===== src/rtl/mips_pkg.sv =====
// Shared MIPS core definitions: memory access sizes, LSU states, opcodes.
// Latency: none (declarations only).
// Backpressure: not applicable.
//
// Contents:
//   MEM_WORD / MEM_HALF / MEM_BYTE  mem_mode encodings (2'b11 is reserved and behaves as word)
//   lsu_state_t                     load/store unit FSM states
//   OP_*                            primary opcode values decoded by control_unit
//   is_word_mode()                  true for word and reserved mem_mode encodings
package mips_pkg;

  localparam logic [1:0] MEM_WORD = 2'b00;
  localparam logic [1:0] MEM_HALF = 2'b01;
  localparam logic [1:0] MEM_BYTE = 2'b10;

  typedef enum logic [1:0] {
    LSU_IDLE = 2'd0,
    LSU_REQ  = 2'd1,
    LSU_DONE = 2'd2
  } lsu_state_t;

  localparam logic [5:0] OP_RTYPE = 6'h00;
  localparam logic [5:0] OP_J     = 6'h02;
  localparam logic [5:0] OP_JAL   = 6'h03;
  localparam logic [5:0] OP_BEQ   = 6'h04;
  localparam logic [5:0] OP_BNE   = 6'h05;
  localparam logic [5:0] OP_ADDI  = 6'h08;
  localparam logic [5:0] OP_ADDIU = 6'h09;
  localparam logic [5:0] OP_SLTI  = 6'h0A;
  localparam logic [5:0] OP_ANDI  = 6'h0C;
  localparam logic [5:0] OP_ORI   = 6'h0D;
  localparam logic [5:0] OP_LUI   = 6'h0F;
  localparam logic [5:0] OP_LB    = 6'h20;
  localparam logic [5:0] OP_LH    = 6'h21;
  localparam logic [5:0] OP_LW    = 6'h23;
  localparam logic [5:0] OP_LBU   = 6'h24;
  localparam logic [5:0] OP_LHU   = 6'h25;
  localparam logic [5:0] OP_SB    = 6'h28;
  localparam logic [5:0] OP_SH    = 6'h29;
  localparam logic [5:0] OP_SW    = 6'h2B;

  // Reserved encoding 2'b11 falls into the word case.
  function automatic logic is_word_mode(input logic [1:0] mode);
    return (mode != MEM_HALF) && (mode != MEM_BYTE);
  endfunction

endpackage


===== src/rtl/lsu_lane_align.sv =====
// Byte-lane steering for stores and lane extract/extend for loads (little-endian).
// Latency: purely combinational.
// Backpressure: none; outputs follow inputs.
//
// Ports:
//   st_mode, st_lane, st_we, st_wdata  -> st_be, st_bus_wdata   store steering (loads get be=1111, data 0)
//   ld_mode, ld_lane, ld_sign_ext, ld_bus_rdata -> ld_data      load extraction and extension
module lsu_lane_align
  import mips_pkg::*;
(
  input  logic [1:0]  st_mode,
  input  logic [1:0]  st_lane,
  input  logic        st_we,
  input  logic [31:0] st_wdata,
  output logic [3:0]  st_be,
  output logic [31:0] st_bus_wdata,
  input  logic [1:0]  ld_mode,
  input  logic [1:0]  ld_lane,
  input  logic        ld_sign_ext,
  input  logic [31:0] ld_bus_rdata,
  output logic [31:0] ld_data
);

  logic [7:0]  byte_sel;
  logic [15:0] half_sel;

  // Sub-word stores replicate the datum across lanes; be picks the live lane.
  always_comb begin
    st_be        = 4'b1111;
    st_bus_wdata = '0;
    if (st_we) begin
      case (st_mode)
        MEM_BYTE: begin
          st_be        = 4'b0001 << st_lane;
          st_bus_wdata = {4{st_wdata[7:0]}};
        end
        MEM_HALF: begin
          // addr[0] is ignored: a halfword always lands on a half boundary.
          st_be        = st_lane[1] ? 4'b1100 : 4'b0011;
          st_bus_wdata = {2{st_wdata[15:0]}};
        end
        default: begin
          st_be        = 4'b1111;
          st_bus_wdata = st_wdata;
        end
      endcase
    end
  end

  assign byte_sel = ld_bus_rdata[{ld_lane, 3'b000} +: 8];
  assign half_sel = ld_bus_rdata[{ld_lane[1], 4'b0000} +: 16];

  always_comb begin
    ld_data = ld_bus_rdata;
    case (ld_mode)
      MEM_BYTE: ld_data = {{24{ld_sign_ext & byte_sel[7]}}, byte_sel};
      MEM_HALF: ld_data = {{16{ld_sign_ext & half_sel[15]}}, half_sel};
      default:  ld_data = ld_bus_rdata;
    endcase
  end

endmodule


===== src/rtl/load_store_unit.sv =====
// Data-memory access stage: issues one req/ack bus cycle per load/store and stalls the core meanwhile.
// Latency: 3 cycles minimum (IDLE detect, REQ with ack, DONE); +1 per bus wait state; timeout after TIMEOUT_CYCLES REQ cycles.
// Backpressure: stall held from request detect through REQ; bus wait states stretch REQ.
//
// Optional feature macro: LSU_MISALIGN_TRAP_EN (misaligned word/half accesses trap instead of issuing a bus cycle).
// Ports:
//   clk, rst                                    clock, async active-high reset
//   mem_read, mem_write, mem_mode, mem_sign_ext  access request from control_unit (both high = store)
//   addr, wdata                                  byte address and store data
//   stall, rdata, rdata_valid                    core hold, registered load result and its valid
//   misalign_err, bus_err                        one-cycle error pulses in DONE
//   bus_req, bus_we, bus_addr, bus_be, bus_wdata registered bus request, held for all of REQ
//   bus_rdata, bus_ack                           bus response, sampled only in REQ
module load_store_unit
  import mips_pkg::*;
#(
  parameter int TIMEOUT_CYCLES = 15
) (
  input  logic        clk,
  input  logic        rst,
  input  logic        mem_read,
  input  logic        mem_write,
  input  logic [1:0]  mem_mode,
  input  logic        mem_sign_ext,
  input  logic [31:0] addr,
  input  logic [31:0] wdata,
  output logic        stall,
  output logic [31:0] rdata,
  output logic        rdata_valid,
  output logic        misalign_err,
  output logic        bus_err,
  output logic        bus_req,
  output logic        bus_we,
  output logic [31:0] bus_addr,
  output logic [3:0]  bus_be,
  output logic [31:0] bus_wdata,
  input  logic [31:0] bus_rdata,
  input  logic        bus_ack
);

  localparam int CNT_W = ($clog2(TIMEOUT_CYCLES + 1) > 4) ? $clog2(TIMEOUT_CYCLES + 1) : 4;
  // wait_cnt holds completed wait cycles, so REQ cycle number k sees wait_cnt == k-1.
  localparam logic [CNT_W-1:0] CNT_LAST = CNT_W'(TIMEOUT_CYCLES - 1);
  localparam logic [CNT_W-1:0] CNT_MAX  = CNT_W'(TIMEOUT_CYCLES);

  lsu_state_t       state, state_nxt;
  logic [CNT_W-1:0] wait_cnt;
  logic             req_load;
  logic [1:0]       req_mode;
  logic [1:0]       req_lane;
  logic             req_sext;
  logic             access;
  logic             misalign;
  logic             timeout;
  logic             misalign_q;
  logic [3:0]       st_be;
  logic [31:0]      st_bus_wdata;
  logic [31:0]      ld_data;

  assign access = mem_read | mem_write;

`ifdef LSU_MISALIGN_TRAP_EN
  assign misalign = access &&
                    ((is_word_mode(mem_mode) && (addr[1:0] != 2'b00)) ||
                     ((mem_mode == MEM_HALF) && addr[0]));
`else
  assign misalign = 1'b0;
`endif

  // An ack in the last allowed cycle wins over the timeout.
  assign timeout = (state == LSU_REQ) && !bus_ack && (wait_cnt == CNT_LAST);

  lsu_lane_align u_align (
    .st_mode      (mem_mode),
    .st_lane      (addr[1:0]),
    .st_we        (mem_write),
    .st_wdata     (wdata),
    .st_be        (st_be),
    .st_bus_wdata (st_bus_wdata),
    .ld_mode      (req_mode),
    .ld_lane      (req_lane),
    .ld_sign_ext  (req_sext),
    .ld_bus_rdata (bus_rdata),
    .ld_data      (ld_data)
  );

  // State register
  always_ff @(posedge clk or posedge rst) begin
    if (rst) state <= LSU_IDLE;
    else     state <= state_nxt;
  end

  // Next-state logic
  always_comb begin
    state_nxt = state;
    case (state)
      LSU_IDLE: if (access) state_nxt = misalign ? LSU_DONE : LSU_REQ;
      LSU_REQ:  if (bus_ack || timeout) state_nxt = LSU_DONE;
      LSU_DONE: state_nxt = LSU_IDLE;
      default:  state_nxt = LSU_IDLE;
    endcase
  end

  // Combinational outputs
  always_comb begin
    stall = 1'b0;
    case (state)
      LSU_IDLE: stall = access;
      LSU_REQ:  stall = 1'b1;
      default:  stall = 1'b0;
    endcase
  end

  // Request capture, bus registers, result and error pulses
  always_ff @(posedge clk or posedge rst) begin
    if (rst) begin
      wait_cnt    <= '0;
      req_load    <= 1'b0;
      req_mode    <= MEM_WORD;
      req_lane    <= 2'b00;
      req_sext    <= 1'b0;
      bus_req     <= 1'b0;
      bus_we      <= 1'b0;
      bus_addr    <= '0;
      bus_be      <= '0;
      bus_wdata   <= '0;
      rdata       <= '0;
      rdata_valid <= 1'b0;
      bus_err     <= 1'b0;
      misalign_q  <= 1'b0;
    end else begin
      rdata_valid <= 1'b0;
      bus_err     <= 1'b0;
      misalign_q  <= 1'b0;
      case (state)
        LSU_IDLE: begin
          if (access) begin
            req_load <= ~mem_write;
            req_mode <= mem_mode;
            req_lane <= addr[1:0];
            req_sext <= mem_sign_ext;
            wait_cnt <= '0;
            if (misalign) begin
              misalign_q  <= 1'b1;
              rdata       <= '0;
              rdata_valid <= ~mem_write;
            end else begin
              bus_req   <= 1'b1;
              bus_we    <= mem_write;
              bus_addr  <= {addr[31:2], 2'b00};
              bus_be    <= st_be;
              bus_wdata <= st_bus_wdata;
            end
          end
        end
        LSU_REQ: begin
          if (bus_ack || timeout) begin
            bus_req     <= 1'b0;
            bus_we      <= 1'b0;
            bus_addr    <= '0;
            bus_be      <= '0;
            bus_wdata   <= '0;
            bus_err     <= timeout;
            rdata_valid <= req_load;
            if (timeout)       rdata <= '0;
            else if (req_load) rdata <= ld_data;
          end else if (wait_cnt != CNT_MAX) begin
            wait_cnt <= wait_cnt + 1'b1;
          end
        end
        default: ;
      endcase
    end
  end

  assign misalign_err = misalign_q;

endmodule


===== config.mk =====
export PLATFORM = sky130hd
export DESIGN_NAME = load_store_unit
export DESIGN_NICKNAME = d
export VERILOG_FILES = /design/src/rtl/mips_pkg.sv /design/src/rtl/lsu_lane_align.sv /design/src/rtl/load_store_unit.sv
export SDC_FILE = /design/constraint.sdc
export NUM_CORES = 1
export LEC_CHECK = 0
export BUFFER_PORTS_ARGS = -buffer_cell sky130_fd_sc_hd__buf_4
export CORE_ASPECT_RATIO = 0.6
export CORE_MARGIN = 2
export CORE_UTILIZATION = 30
export DETAILED_ROUTE_END_ITERATION = 16
export MAX_ROUTING_LAYER = met4
export PLACE_DENSITY = 0.6
export SLEW_MARGIN = 20
export SYNTH_ARGS = -nofsm -noshare
export SYNTH_HDL_FRONTEND = slang
export SYNTH_SLANG_ARGS = --single-unit

===== constraint.sdc =====
create_clock -name clk -period 7.1 [get_ports clk]
set_clock_uncertainty 0.2 [all_clocks]
set_input_delay 1.42 -clock clk [delete_from_list [all_inputs] [get_ports clk]]
set_output_delay 1.42 -clock clk [all_outputs]
set_load 0.05 [all_outputs]

### Word level (Yosys, flattened, before mapping)

Index checks and enable logic that the tools add are counted.

| word-level totals | value |
|---|---|
| logic and storage cells | 78 |
| output and inout bits | 106 |
| register bits | 116 |
| input bits | 104 |

| operators by class | value |
|---|---|
| eq/ne operators | 11 |
| bitwise logic cells | 4 |
| shift operators | 3 |
| $add $sub $neg | 1 |
| multiplexer cells | 33 |
| reduce and logical (&&, ||, !) cells | 12 |

Operators by type and width:

| cell | count |
|---|---|
| 32-bit one-hot mux with 2 select lines | 4 |
| 32-bit two-way mux | 6 |
| 32-bit by 6-bit indexed part select with 16-bit output | 1 |
| 32-bit by 6-bit indexed part select with 8-bit output | 1 |
| 4-bit two-way mux | 7 |
| 4-bit one-hot mux with 2 select lines | 3 |
| 1-bit two-way mux | 7 |
| 2-bit by 1-bit equality test with 1-bit output, second input constant | 3 |
| 1-bit one-hot mux with 2 select lines | 3 |
| 3-bit AND reduction | 2 |
| 4-bit by 1-bit adder with 4-bit output, second input constant | 1 |
| 2-bit equality test, second input constant | 2 |
| 4-bit equality test, second input constant | 1 |
| 2-bit two-way mux | 2 |
| 2-bit by 1-bit != test with 1-bit output, second input constant | 2 |
| 2-bit != test, second input constant | 2 |
| 4-bit != test, second input constant | 1 |
| 2-bit one-hot mux with 2 select lines | 1 |
| 2-bit AND reduction | 2 |
| 4-bit AND reduction | 1 |
| 2-bit nonzero test | 2 |
| 1-bit by 2-bit left shift with 4-bit output, first input constant | 1 |
| 1-bit bitwise AND | 2 |
| 1-bit logical AND | 2 |
| 5 further kinds | 5 |

### Longest topological paths before layout

Gate-level depths: netlist of run 1.

| logic depth | value |
|---|---|
| depth in word-level cells | 6 |
| gate-level depth with buffers | 8 |
| mapped depth without buffers | 6 |

### Cells and area by module

A second synthesis of run 1 with hierarchy kept.

| second synthesis, totals | value |
|---|---|
| cells, all modules | 671 |
| area total of the unflattened synthesis | 6047.0 um^2 |

By module, submodules not included:

| module | area an instance (um^2) | sequential area each (um^2) | cells an instance | times used |
|---|---|---|---|---|
| load_store_unit | 4633.2 | 2852.7 | 458 | 1 |
| lsu_lane_align | 1413.9 | 0.0 | 213 | 1 |

### Worst setup path before layout of run 1

No wires, ideal clock.

| path | value |
|---|---|
| kind | input to output |
| start point | in mem_write |
| end point | out stall |
| path slack | 3354 ps |
| stages | 2 |
| path buffers | 0 |
| arrival | 2126 ps |
| required time | 5480 ps |
| cell sequence | nor3_1 nor2_1 |

| between the ends | value |
|---|---|
| longest elaborated chain between the ends | 2 |

RTL lines:

| element | line | text |
|---|---|---|
| start, declared | load_store_unit.sv:22 | `input logic mem_write,` |
| 1-bit OR | load_store_unit.sv:60 | `assign access = mem_read \| mem_write;` |
| 1-bit one-hot mux with 2 select lines | load_store_unit.sv:107 | `case (state)` |
| end, declared | load_store_unit.sv:27 | `output logic stall,` |

Every way passes these cells.

### Worst setup path in the final report of run 1

Same ends and word-level chain as after synthesis.

==> summary.txt, run 1 <==
Outcome -> completed
Finished Layout Cells -> 927
Initial antenna violation count -> 0
Post-Synth Simple-Gate Area -> 0.107
Worst Setup Start Kind -> input port
Dpl cells -> 896
CTS tree -> done
Sink Count -> 114
NumNets Final -> 791
Routed len/inst -> 18.2 um
Clock buffer depth -> 2
Post-synthesis area per instance -> 10.7 um2
CP Capture Type -> output pin
I/O Pins -> 210
Post-synthesis adder-cell area fraction -> 0.0143
Tightest Hold Check Type -> register to register
Core Rows -> 37
Hold Worst Slack -> 0.280 ns
Crit path time final -> 3.75 ns
Ant. Diodes -> 0
Initial Util -> 0.306
Period Utilization, post-route -> 0.529
Multiplexer share of the synthesized area -> 0.0212
Root buf cell -> clkbuf_16
Final TNS setup -> 0 ns
CTS H-tree depth -> 4
Vias -> 4618
Core area -> 17100 um2
Critical Path RT -> 5.48 ns
Met3 Use GR -> 0.0426
CP Class -> input port to output pin
Total gr overflow -> 0
Endpoints failing setup -> 0
CTS Buf Count -> 17
YS warnings -> 0
Antenna viol nets, final -> 0
Layout cells sized above 1 -> 0.372
Number of gates resized after CTS -> 0
Post-CTS setup buffer count -> 0
Max-slew violations -> 0
Area delta synth->final -> 43.3%
Crit path arrival time -> 2.13 ns
Max rail drop VDD -> 0.000307 V
Vias per inst -> 4.98
CTS clk-pin slew, worst paths -> 0.05 ns
DRC Markers -> 0
Post-synth cell types -> 47
Die extent in x -> 175 um
Post-Synth XOR/XNOR Area -> 0
Gate count after technology mapping -> 490
Max-Cap Viols -> 0
Sequential share of the synthesized area -> 0.544
Synth Area in Compound Gates -> 0.266
Lkg Pwr -> 3.57 nW
Worst rel slew slack -> 0.425
Power Density -> 551 nW/um2
Largest family of logic cells by synthesized area -> compound AO/OA/AOI/OAI gates
Met1 Use GR -> 0.270
Asr flop ratio synth -> 1.00
RSZ-0062 raised after global routing -> false
Largest net degree at the start of global routing -> 81
Detailed Routing Iterations Pass 1 -> 5
Worst Tran Pin Value -> 0.863 ns
First-pass GRT wire length -> 25900 um
Detailed Route WL -> 16900 um
DIE HEIGHT -> 106 um
Synthesized flop and latch total -> 114
Cell Area, Synth -> 5250 um2
Detail Placement HPWL -> 12100 um
GRT Total Usage -> 0.185
Worst-path fanout max -> 8
EDFF count, synth -> 0
Post-CTS Hold Buffers -> 0
Starting DRT DRC Count -> 487
Busiest grt layer -> met1
R2R setup slack -> 4.30 ns
Dominant synthesized flop cell -> dfrtp_1
GP Congestion -> 0.832
Max Freq -> 0.266 GHz
Die ar. -> 18600 um2
Final Hold Fails -> 0
I/O Buffers -> 206
Global-route track usage on met2 -> 0.252
Number of global-route vias before repair -> 4743
Clock Latency Late Sink -> 0.40 ns
cells in the final DEF, fill, tap and decap left out, types with 2 or more instances in the layout:
cell | Yosys | routed
nor3b_1 | 8 | 8
a221o_1 | 16 | 16
nor2b_1 | 3 | 3
nor2_1 | 22 | 21
inv_1 | 14 | 13
nand2_1 | 52 | 52
a22o_1 | 40 | 40
clkinv_2 | 0 | 2
o31ai_1 | 14 | 14
clkinvlp_4 | 0 | 3
nand3_1 | 2 | 2
nand2b_1 | 10 | 10
and2_1 | 2 | 2
dfrtp_1 | 114 | 114
a32o_1 | 8 | 8
conb_1 | 1 | 3
o21ai_0 | 30 | 30
a31o_2 | 2 | 2
a21o_1 | 2 | 2
a21oi_1 | 46 | 46
ha_1 | 6 | 6
o211ai_1 | 10 | 10
o2bb2ai_1 | 16 | 16
buf_4 | 4 | 209
clkinv_4 | 0 | 5
clkbuf_16 | 0 | 17
and3_1 | 3 | 3
bufinv_16 | 0 | 2
mux2_2 | 9 | 9
or3_1 | 2 | 2
per-layer routing:
metal  vias to the layer above  wire length [um]
met5                         -                 0
met3                        19              1160
met1                      2215              8300
li1                       2193                 -
met2                       191              7170
met4                         0               235
logic make-up (layout without fill, tap and decap cells):
kind of cell,count (synthesis),after routing
adder cells (fa/ha/maj),6,6
AO/OA/AOI/OAI,193,193
other,1,3
buffers and inverters,54,255
multiplexers,10,10
flip-flops,114,114
AND/OR/NAND/NOR,112,112
sequential cells by signal, indices dropped and copies added (netlist names):
name	count
bus_wdata	32
rdata	32
bus_addr	30
bus_be	4
wait_cnt	4
req_lane	2
req_mode	2
state	2
bus_err	1
bus_req	1
bus_we	1
rdata_valid	1
req_load	1
req_sext	1
worst paths after layout:
path | startpoint | to | cells after the start
min in group asynchronous | rst | rdata[25] | 2
setup reg to reg | wait_cnt[0] | bus_wdata[15] | 6
setup / recovery | mem_write | stall | 4
max in group asynchronous | rst | bus_wdata[2] | 3
hold reg to reg | bus_be[2] | bus_be[2] | 1
hold / removal | bus_be[2] | bus_be[2] | 1
critical path, stage by stage:
cell	delay, ns
buf_4	0.14
nor3_1	0.29
nor2_1	0.08
buf_4	0.20
area by class of cell:
cell class	instances	area [um2]
fill	1671	9610
sequential	114	2850
multi-input combinational	324	2160
timing repair buffer	210	1580
clock buffer	19	443
tap	234	293
clock inverter	12	136
inverter	14	55.1
report_power, final:
part / internal [mW] / switching [mW] / total (mW)
logic: 0.675 / 1.52 / 2.19
registers: 0.920 / 0.196 / 1.12
clock network: 0.525 / 0.310 / 0.834
Yosys cell counts (all sizes together), types with 9 or more instances:
library cell / count / area share
mux2: 9 / 0.019
buf: 19 / 0.022
a22o: 40 / 0.067
a21oi: 46 / 0.044
inv: 14 / 0.010
nor2: 23 / 0.018
nand2b: 11 / 0.015
clkbuf: 21 / 0.015
a221o: 16 / 0.031
o2bb2ai: 16 / 0.027
o211ai: 10 / 0.014
dfrtp: 114 / 0.54
nand2: 52 / 0.037
o21ai: 31 / 0.030
o31ai: 14 / 0.020
stage by stage:
stage | utilization | setup slack (ns) | power [mW] | area, um2
after global routing | 0.439 | 3.28 | 4.36 | 7520
after global placement | 0.405 | 3.36 | 3.28 | 6930
after floorplan | - | 2.46 | 2.64 | 5250
after CTS | 0.439 | 3.35 | 4.17 | 7510
after detailed placement | 0.405 | 3.35 | 3.31 | 6930
final | 0.439 | 3.35 | 4.14 | 7520
Note: power is estimated with default switching activity, not from simulation.
==> run 2: changes to the inputs <==
--- a/config.mk
+++ b/config.mk
@@ -5,13 +5,14 @@
 export SDC_FILE = /design/constraint.sdc
 export NUM_CORES = 1
 export LEC_CHECK = 0
+export ABC_AREA = 1
 export BUFFER_PORTS_ARGS = -buffer_cell sky130_fd_sc_hd__buf_4
 export CORE_ASPECT_RATIO = 0.6
 export CORE_MARGIN = 2
 export CORE_UTILIZATION = 30
 export DETAILED_ROUTE_END_ITERATION = 16
 export MAX_ROUTING_LAYER = met4
-export PLACE_DENSITY = 0.6
+export PLACE_DENSITY = 0.61
 export SLEW_MARGIN = 20
 export SYNTH_ARGS = -nofsm -noshare
 export SYNTH_HDL_FRONTEND = slang
==> constraint.sdc (replaced) <==
create_clock -name clk -period 3.4 [get_ports clk]
set_clock_uncertainty 0.2 [all_clocks]
set_input_delay 0.68 -clock clk [delete_from_list [all_inputs] [get_ports clk]]
set_output_delay 0.68 -clock clk [all_outputs]
set_load 0.05 [all_outputs]
==> summary.txt, run 2 <==
Outcome -> completed (unchanged)
Detailed Route WL -> 18200 um (was 16900 um)
Most frequent cells in the layout -> nand2_1 (342), buf_4 (214), dfrtp_1 (114) (was buf_4 (209), dfrtp_1 (114), nand2_1 (52))
Area delta synth->final -> 41.9% (was 43.3%)
CTS clk-pin slew, worst paths -> 0.06 ns (was 0.05 ns)
Tightest Hold Check Type -> register to register (unchanged)
Synth top area share -> 0.506 (was 0.544)
DRC Markers -> 0 (unchanged)
Number of global-route vias before repair -> 5226 (was 4743)
Crit path time final -> 2.35 ns
Post-synth cell types -> 30 (was 47)
Post-CTS Hold Buffers -> 0 (unchanged)
Commonest non-fill, non-tap cell in the layout -> nand2_1 (was buf_4)
Synth top area cells -> dfrtp_1 (51%), nand2_1 (23%), o21ai_0 (5.9%), nand3_1 (5.1%), nor2_1 (2.8%) (was dfrtp_1 (54%), a22o_1 (6.7%), a21oi_1 (4.4%), nand2_1 (3.7%), a221o_1 (3.1%))
Ant. Diodes -> 0 (unchanged)
Synth area leader -> dfrtp_1 (unchanged)
Die extent in x -> 181 um (was 175 um)
Hold Path Origin -> bus_req (was bus_be[2])
Max rail drop VDD -> 0.000531 V (was 0.000307 V)
Launch point of the critical path -> req_mode[0] (was mem_write)
EDFF count, synth -> 0 (unchanged)
Largest net degree at the start of global routing -> 62 (was 81)
DP Worst Slack -> 0.789 ns (was 3.35 ns)
Core Rows -> 38 (was 37)
Lkg Pwr -> 4.38 nW (was 3.57 nW)
Endpoints failing setup -> 0 (unchanged)
Final Hold Fails -> 0 (unchanged)
Antenna viol nets, final -> 0 (unchanged)
Most instantiated library cell after synthesis -> nand2_1 (was dfrtp_1)
Power Density -> 1150 nW/um2 (was 551 nW/um2)
Max-Cap Viols -> 0 (unchanged)
CTS tree -> done (unchanged)
Initial Util -> 0.309 (was 0.306)
CTS Buf Count -> 17 (unchanged)
Critical path, cell by cell -> inv_1 -> ha_1 -> inv_1 -> nand3_2 -> nand3_1 -> nand2_1 (was buf_4 -> nor3_1 -> nor2_1 -> buf_4)
I/O Buffers -> 206 (unchanged)
First-pass GRT wire length -> 28400 um (was 25900 um)
Clock Latency Late Sink -> 0.39 ns (was 0.40 ns)
Detailed Routing Iterations Pass 1 -> 4 (was 5)
Total gr overflow -> 0 (unchanged)
Root buf cell -> clkbuf_16 (unchanged)
Synth cell count leaders -> nand2_1 (342), dfrtp_1 (114), o21ai_0 (66), nand3_1 (57), nor2_1 (42) (was dfrtp_1 (114), nand2_1 (52), a21oi_1 (46), a22o_1 (40), o21ai_0 (30))
Period Utilization, post-route -> 0.690
Slowest cell delay on critical path -> 0.54 ns (was 0.29 ns)
Core area -> 18300 um2 (was 17100 um2)
Max-slew violations -> 0 (unchanged)
Post-synthesis area per instance -> 7.51 um2 (was 10.7 um2)
Vias -> 5472 (was 4618)
Worst rel slew slack -> 0.465 (was 0.425)
Max Freq -> 0.426 GHz
Asr flop ratio synth -> 1.00 (unchanged)
Crit path arrival time -> 2.42 ns (was 2.13 ns)
Detail Placement HPWL -> 13500 um (was 12100 um)
Initial antenna violation count -> 0 (unchanged)
YS warnings -> 0 (unchanged)
I/O Pins -> 210 (unchanged)
CP Capture Type -> register (was output pin)
GRT Total Usage -> 0.190 (was 0.185)
R2R setup slack -> 1.05 ns (was 4.30 ns)
Gate count after technology mapping -> 751 (was 490)
Dominant synthesized flop cell -> dfrtp_1 (unchanged)
CP dominant cell by count -> inv_1 (was buf_4)
Sequential share of the synthesized area -> 0.506 (was 0.544)
Post-CTS setup buffer count -> 0 (unchanged)
DIE HEIGHT -> 110 um (was 106 um)
Synthesized flop and latch total -> 114 (unchanged)
Clock buffer depth -> 2 (unchanged)
Sink Count -> 114 (unchanged)
Worst Setup Start Kind -> register (was input port)
RSZ-0062 raised after global routing -> false (unchanged)
Routed len/inst -> 15.2 um (was 18.2 um)
Biggest regs -> bus_wdata (32), rdata (32), bus_addr (30) (unchanged)
Worst Tran Pin Value -> 0.803 ns (was 0.863 ns)
Number of gates resized after CTS -> 0 (unchanged)
Critical path's slowest cell -> inv_1 (was nor3_1)
CTS H-tree depth -> 4 (unchanged)
CP Class -> register to register (was input port to output pin)
Die ar. -> 20000 um2 (was 18600 um2)
NumNets Final -> 1058 (was 791)
Layout cells sized above 1 -> 0.279 (was 0.372)
GP Congestion -> 0.880 (was 0.832)
Worst R2R Start -> req_mode[0] (was wait_cnt[0])
Worst setup margin -> 1.05 ns (was 3.35 ns)
Worst-path fanout max -> 24 (was 8)
Critical Path RT -> 3.48 ns (was 5.48 ns)
Vias per inst -> 4.56 (was 4.98)
Final TNS setup -> 0 ns (unchanged)
Starting DRT DRC Count -> 431 (was 487)
Cell Area, Synth -> 5640 um2 (was 5250 um2)
==> run 2: cell count changes in the layout (fill, tap and decap cells not counted), moves of 14 or more <==
cell / before / now
a21oi_1: 46 / 14
a221o_1: 16 / 0
a22o_1: 40 / 0
inv_1: 13 / 39
nand2_1: 52 / 342
nand3_1: 2 / 57
nor2_1: 21 / 42
o21ai_0: 30 / 66
o2bb2ai_1: 16 / 0
o31ai_1: 14 / 0
==> run 2: cell type report <==
| class | count | area [um2] |
|---|---|---|
| clock buffer | 18 | 439 |
| tap | 240 | 300 |
| inverter | 49 | 188 |
| clock inverter | 13 | 210 |
| sequential | 114 | 2850 |
| timing repair buffer | 214 | 1610 |
| fill | 1886 | 10300 |
| multi-input combinational | 552 | 2410 |
==> run 2: critical path: cells and delay by family (launching register included) <==
| kind | cells | cell delay (ns) |
|---|---|---|
| AND/OR/NAND/NOR | 3 | 0.75 |
| buffers and inverters | 2 | 0.60 |
| adder cells (fa/ha/maj) | 1 | 0.30 |
| flip-flops | 1 | 0.38 |
==> run 2: routing by layer <==
metal | global-route usage | share of wire | up-vias
met1 | 0.279 | 0.51 | 2523
met4 | 0.0366 | 0.0069 | 0
li1 | - | - | 2749
met5 | - | 0 | -
met3 | 0.0664 | 0.083 | 12
met2 | 0.248 | 0.40 | 188
==> run 2: power by group <==
part / leakage (nW) / internal [mW] / switching (mW)
combinational: 2.60 / 1.35 / 3.60
clock: 0.312 / 1.32 / 0.655
sequential: 1.46 / 1.93 / 0.388
total: 4.38 / 4.60 / 4.64
==> run 2: worst paths after layout <==
check	depth (start not counted)	endpoint
hold reg to reg	2	bus_req
max in group asynchronous	3	req_load
setup reg to reg	6	rdata[16]
hold / removal	2	bus_req
min in group asynchronous	3	bus_addr[29]
setup / recovery	6	rdata[16]
==> run 2: cell families after synthesis <==
group | Yosys count | share of synthesized area
AO/OA/AOI/OAI | 87 | 0.0821
XOR/XNOR | 2 | 0.00311
adder cells (fa/ha/maj) | 6 | 0.0133
buffers and inverters | 87 | 0.0690
flip-flops | 114 | 0.506
other | 1 | 0.000665
AND/OR/NAND/NOR | 454 | 0.326
==> run 2: through the flow <==
stage	hold WS [ns]	cell area, um2	cells	power (mW)	util
floorplan	0.258	5650	753	5.79	-
global placement	0.257	7350	1169	7.26	0.403
detailed placement	0.265	7350	1169	7.29	0.403
CTS	0.257	8000	1200	9.31	0.438
global route	0.264	8000	1200	9.83	0.438
finish	0.274	8000	1200	9.24	0.438
==> run 3: changes to the inputs <==
--- a/config.mk
+++ b/config.mk
@@ -12,7 +12,7 @@
 export CORE_UTILIZATION = 30
 export DETAILED_ROUTE_END_ITERATION = 16
 export MAX_ROUTING_LAYER = met4
-export PLACE_DENSITY = 0.61
+export PLACE_DENSITY = 0.59
 export SLEW_MARGIN = 20
 export SYNTH_ARGS = -nofsm -noshare
 export SYNTH_HDL_FRONTEND = slang
==> constraint.sdc (replaced) <==
create_clock -name clk -period 2.25 [get_ports clk]
set_clock_uncertainty 0.2 [all_clocks]
set_input_delay 0.45 -clock clk [delete_from_list [all_inputs] [get_ports clk]]
set_output_delay 0.45 -clock clk [all_outputs]
set_load 0.05 [all_outputs]
==> summary.txt, run 3 (same netlist as run 2, synthesis figures left out) <==
Outcome -> completed (unchanged)
Largest net degree at the start of global routing -> 49 (was 62)
Design area -> 8100 um2 (was 8000 um2)
Worst r2r dst -> rdata[28] (was rdata[16])
Max Freq -> 0.500 GHz (was 0.426 GHz)
CP Capture Type -> register (unchanged)
Vias -> 5520 (was 5472)
Worst Setup Start Kind -> register (unchanged)
CTS tree -> done (unchanged)
WP buf/inv -> 1 (was 2)
Endpoints failing setup -> 0 (unchanged)
First-pass GRT wire length -> 29000 um (was 28400 um)
Period Utilization, post-route -> 0.888 (was 0.690)
Worst-path fanout max -> 14 (was 24)
CP Class -> register to register (unchanged)
NumNets Final -> 1069 (was 1058)
Worst R2R Start -> req_lane[1] (was req_mode[0])
R2r worst-path depth -> 7 (was 6)
Die ar. -> 20000 um2 (unchanged)
Worst Tran Pin Value -> 0.659 ns (was 0.803 ns)
Max rail drop VDD -> 0.000782 V (was 0.000531 V)
Vias per inst -> 4.55 (was 4.56)
Critical Path RT -> 2.33 ns (was 3.48 ns)
Crit path arrival time -> 2.08 ns (was 2.42 ns)
Hold Path Origin -> addr[6] (was bus_req)
Max-slew violations -> 0 (unchanged)
RSZ-0062 raised after global routing -> false (unchanged)
Initial antenna violation count -> 0 (unchanged)
Lkg Pwr -> 4.41 nW (was 4.38 nW)
CP top delay family -> simple AND/OR/NAND/NOR gates (unchanged)
Sink Count -> 114 (unchanged)
Detailed Route WL -> 18200 um (about the same)
Biggest regs -> bus_wdata (32), rdata (32), bus_addr (30) (unchanged)
Wl on met1 -> 9620 um (was 9280 um)
GRT Total Usage -> 0.192 (was 0.190)
DIE HEIGHT -> 110 um (unchanged)
Area delta synth->final -> 43.6% (was 41.9%)
Total gr overflow -> 0 (unchanged)
Antenna viol nets, final -> 0 (unchanged)
Dpl cells -> 1179 (was 1169)
Met2 wire len -> 6930 um (was 7280 um)
Detail Placement HPWL -> 13700 um (was 13500 um)
Clock Latency Late Sink -> 0.40 ns (was 0.39 ns)
Core area -> 18300 um2 (unchanged)
Starting DRT DRC Count -> 463 (was 431)
Top Layer Used -> met4 (unchanged)
Worst rel slew slack -> 0.560 (was 0.465)
Final Hold Fails -> 0 (unchanged)
Worst hold path depth -> 3 (was 2)
Max-Cap Viols -> 0 (unchanged)
Clock buffer depth -> 2 (unchanged)
CTS H-tree depth -> 4 (unchanged)
Critical path's slowest cell -> dfrtp_1 (was inv_1)
DRC Markers -> 0 (unchanged)
Placed inst area -> 7500 um2 (was 7350 um2)
Layout cells sized above 1 -> 0.287 (was 0.279)
Finished Layout Cells -> 1212 (was 1200)
Number of global-route vias before repair -> 5231 (was 5226)
I/O Pins -> 210 (unchanged)
Root buf cell -> clkbuf_16 (unchanged)
GP Congestion -> 0.860 (was 0.880)
Crit path time final -> 2.00 ns (was 2.35 ns)
Most frequent cells in the layout -> nand2_1 (342), buf_4 (218), dfrtp_1 (114) (was nand2_1 (342), buf_4 (214), dfrtp_1 (114))
CTS clk-pin slew, worst paths -> 0.06 ns (about the same)
Critical path, cell by cell -> inv_2 -> nand3_1 -> nand2_1 -> nand3_2 -> nand3_2 -> nand3_1 -> nand2_1 (was inv_1 -> ha_1 -> inv_1 -> nand3_2 -> nand3_1 -> nand2_1)
DR WL met3 -> 1520 um (was 1510 um)
Power Density -> 1710 nW/um2 (was 1150 nW/um2)
Detailed Routing Iterations Pass 1 -> 5 (was 4)
Commonest non-fill, non-tap cell in the layout -> nand2_1 (unchanged)
CTS Buf Count -> 17 (unchanged)
R2R setup slack -> 0.25 ns (was 1.05 ns)
I/O Buffers -> 206 (unchanged)
Slowest cell delay on critical path -> 0.61 ns (was 0.54 ns)
Ant. Diodes -> 0 (unchanged)
Die extent in x -> 181 um (unchanged)
Core Rows -> 38 (unchanged)
Final TNS setup -> 0 ns (unchanged)
Worst hold endpoint -> bus_addr[6] (was bus_req)
Tightest Hold Check Type -> input port to register (was register to register)
Initial Util -> 0.309 (unchanged)
Routed len/inst -> 15.0 um (was 15.2 um)
==> run 3: cell count changes in the layout (fill, tap and decap cells not counted) <==
cell and delta:
buf_4 +4, clkinv_4 -2, dlygate4sd3_1 +1, bufinv_16 -3, clkbuf_8 -1, buf_12 +6
inv_6 +3, clkinvlp_4 +4
==> run 3: tightest hold or removal path, stage by stage <==
cell	delay (ns)
buf_4	0.07
nand2_1	0.04
nand2_1	0.05
==> run 3: power by group <==
group | total, mW | switching (mW) | internal (mW) | leakage (nW)
clock | 2.68 | 1.05 | 1.64 | 0.268
sequential | 3.52 | 0.598 | 2.92 | 1.46
combinational | 7.61 | 5.47 | 2.14 | 2.68
total | 13.8 | 7.11 | 6.70 | 4.41
==> run 3: layer usage <==
metal,GRT usage,up-vias
met4,0.0412,0
met3,0.0555,13
li1,-,2767
met2,0.243,218
met1,0.294,2522
met5,-,-
==> run 3: how the worst max path moves through the flow <==
stage           startpoint           end  slack [ns]  cells after the start
2_1_floorplan          rst  bus_addr[10]        0.21                      1
3_3_place_gp     mem_write     bus_be[3]        0.21                      7
3_5_place_dp     mem_write     bus_be[3]        0.24                      7
4_1_cts        req_lane[1]     rdata[21]        0.27                      7
5_1_grt        req_lane[1]     rdata[19]        0.09                      7
6_report       req_lane[1]     rdata[28]        0.25                      7
==> run 3: stage by stage <==
stage | setup WS, ns | power (mW) | util | hold slack, ns
after floorplan | 0.215 | 8.76 | - | 0.258
after global placement | 0.214 | 11.1 | 0.411 | 0.257
after detailed placement | 0.239 | 11.2 | 0.411 | 0.263
after CTS | 0.270 | 13.9 | 0.444 | 0.0245
after global routing | 0.0892 | 14.7 | 0.444 | 0.0260
final | 0.251 | 13.8 | 0.444 | 0.0409
==> run 3: layout make-up <==
type / instances / area, um2
Fill cell: 1885 / 10200
Inverter: 49 / 188
Multi-Input combinational cell: 552 / 2410
Tap cell: 240 / 300
Timing Repair Buffer: 225 / 1770
Clock buffer: 17 / 425
Clock inverter: 15 / 159
Sequential cell: 114 / 2850
==> run 3: repair_timing <==
action / CTS / global route
buffers inserted: 0 / 0
hold endpoints to repair: 19 / 0
hold buffers: 1 / 0
resized for setup: 0 / 0
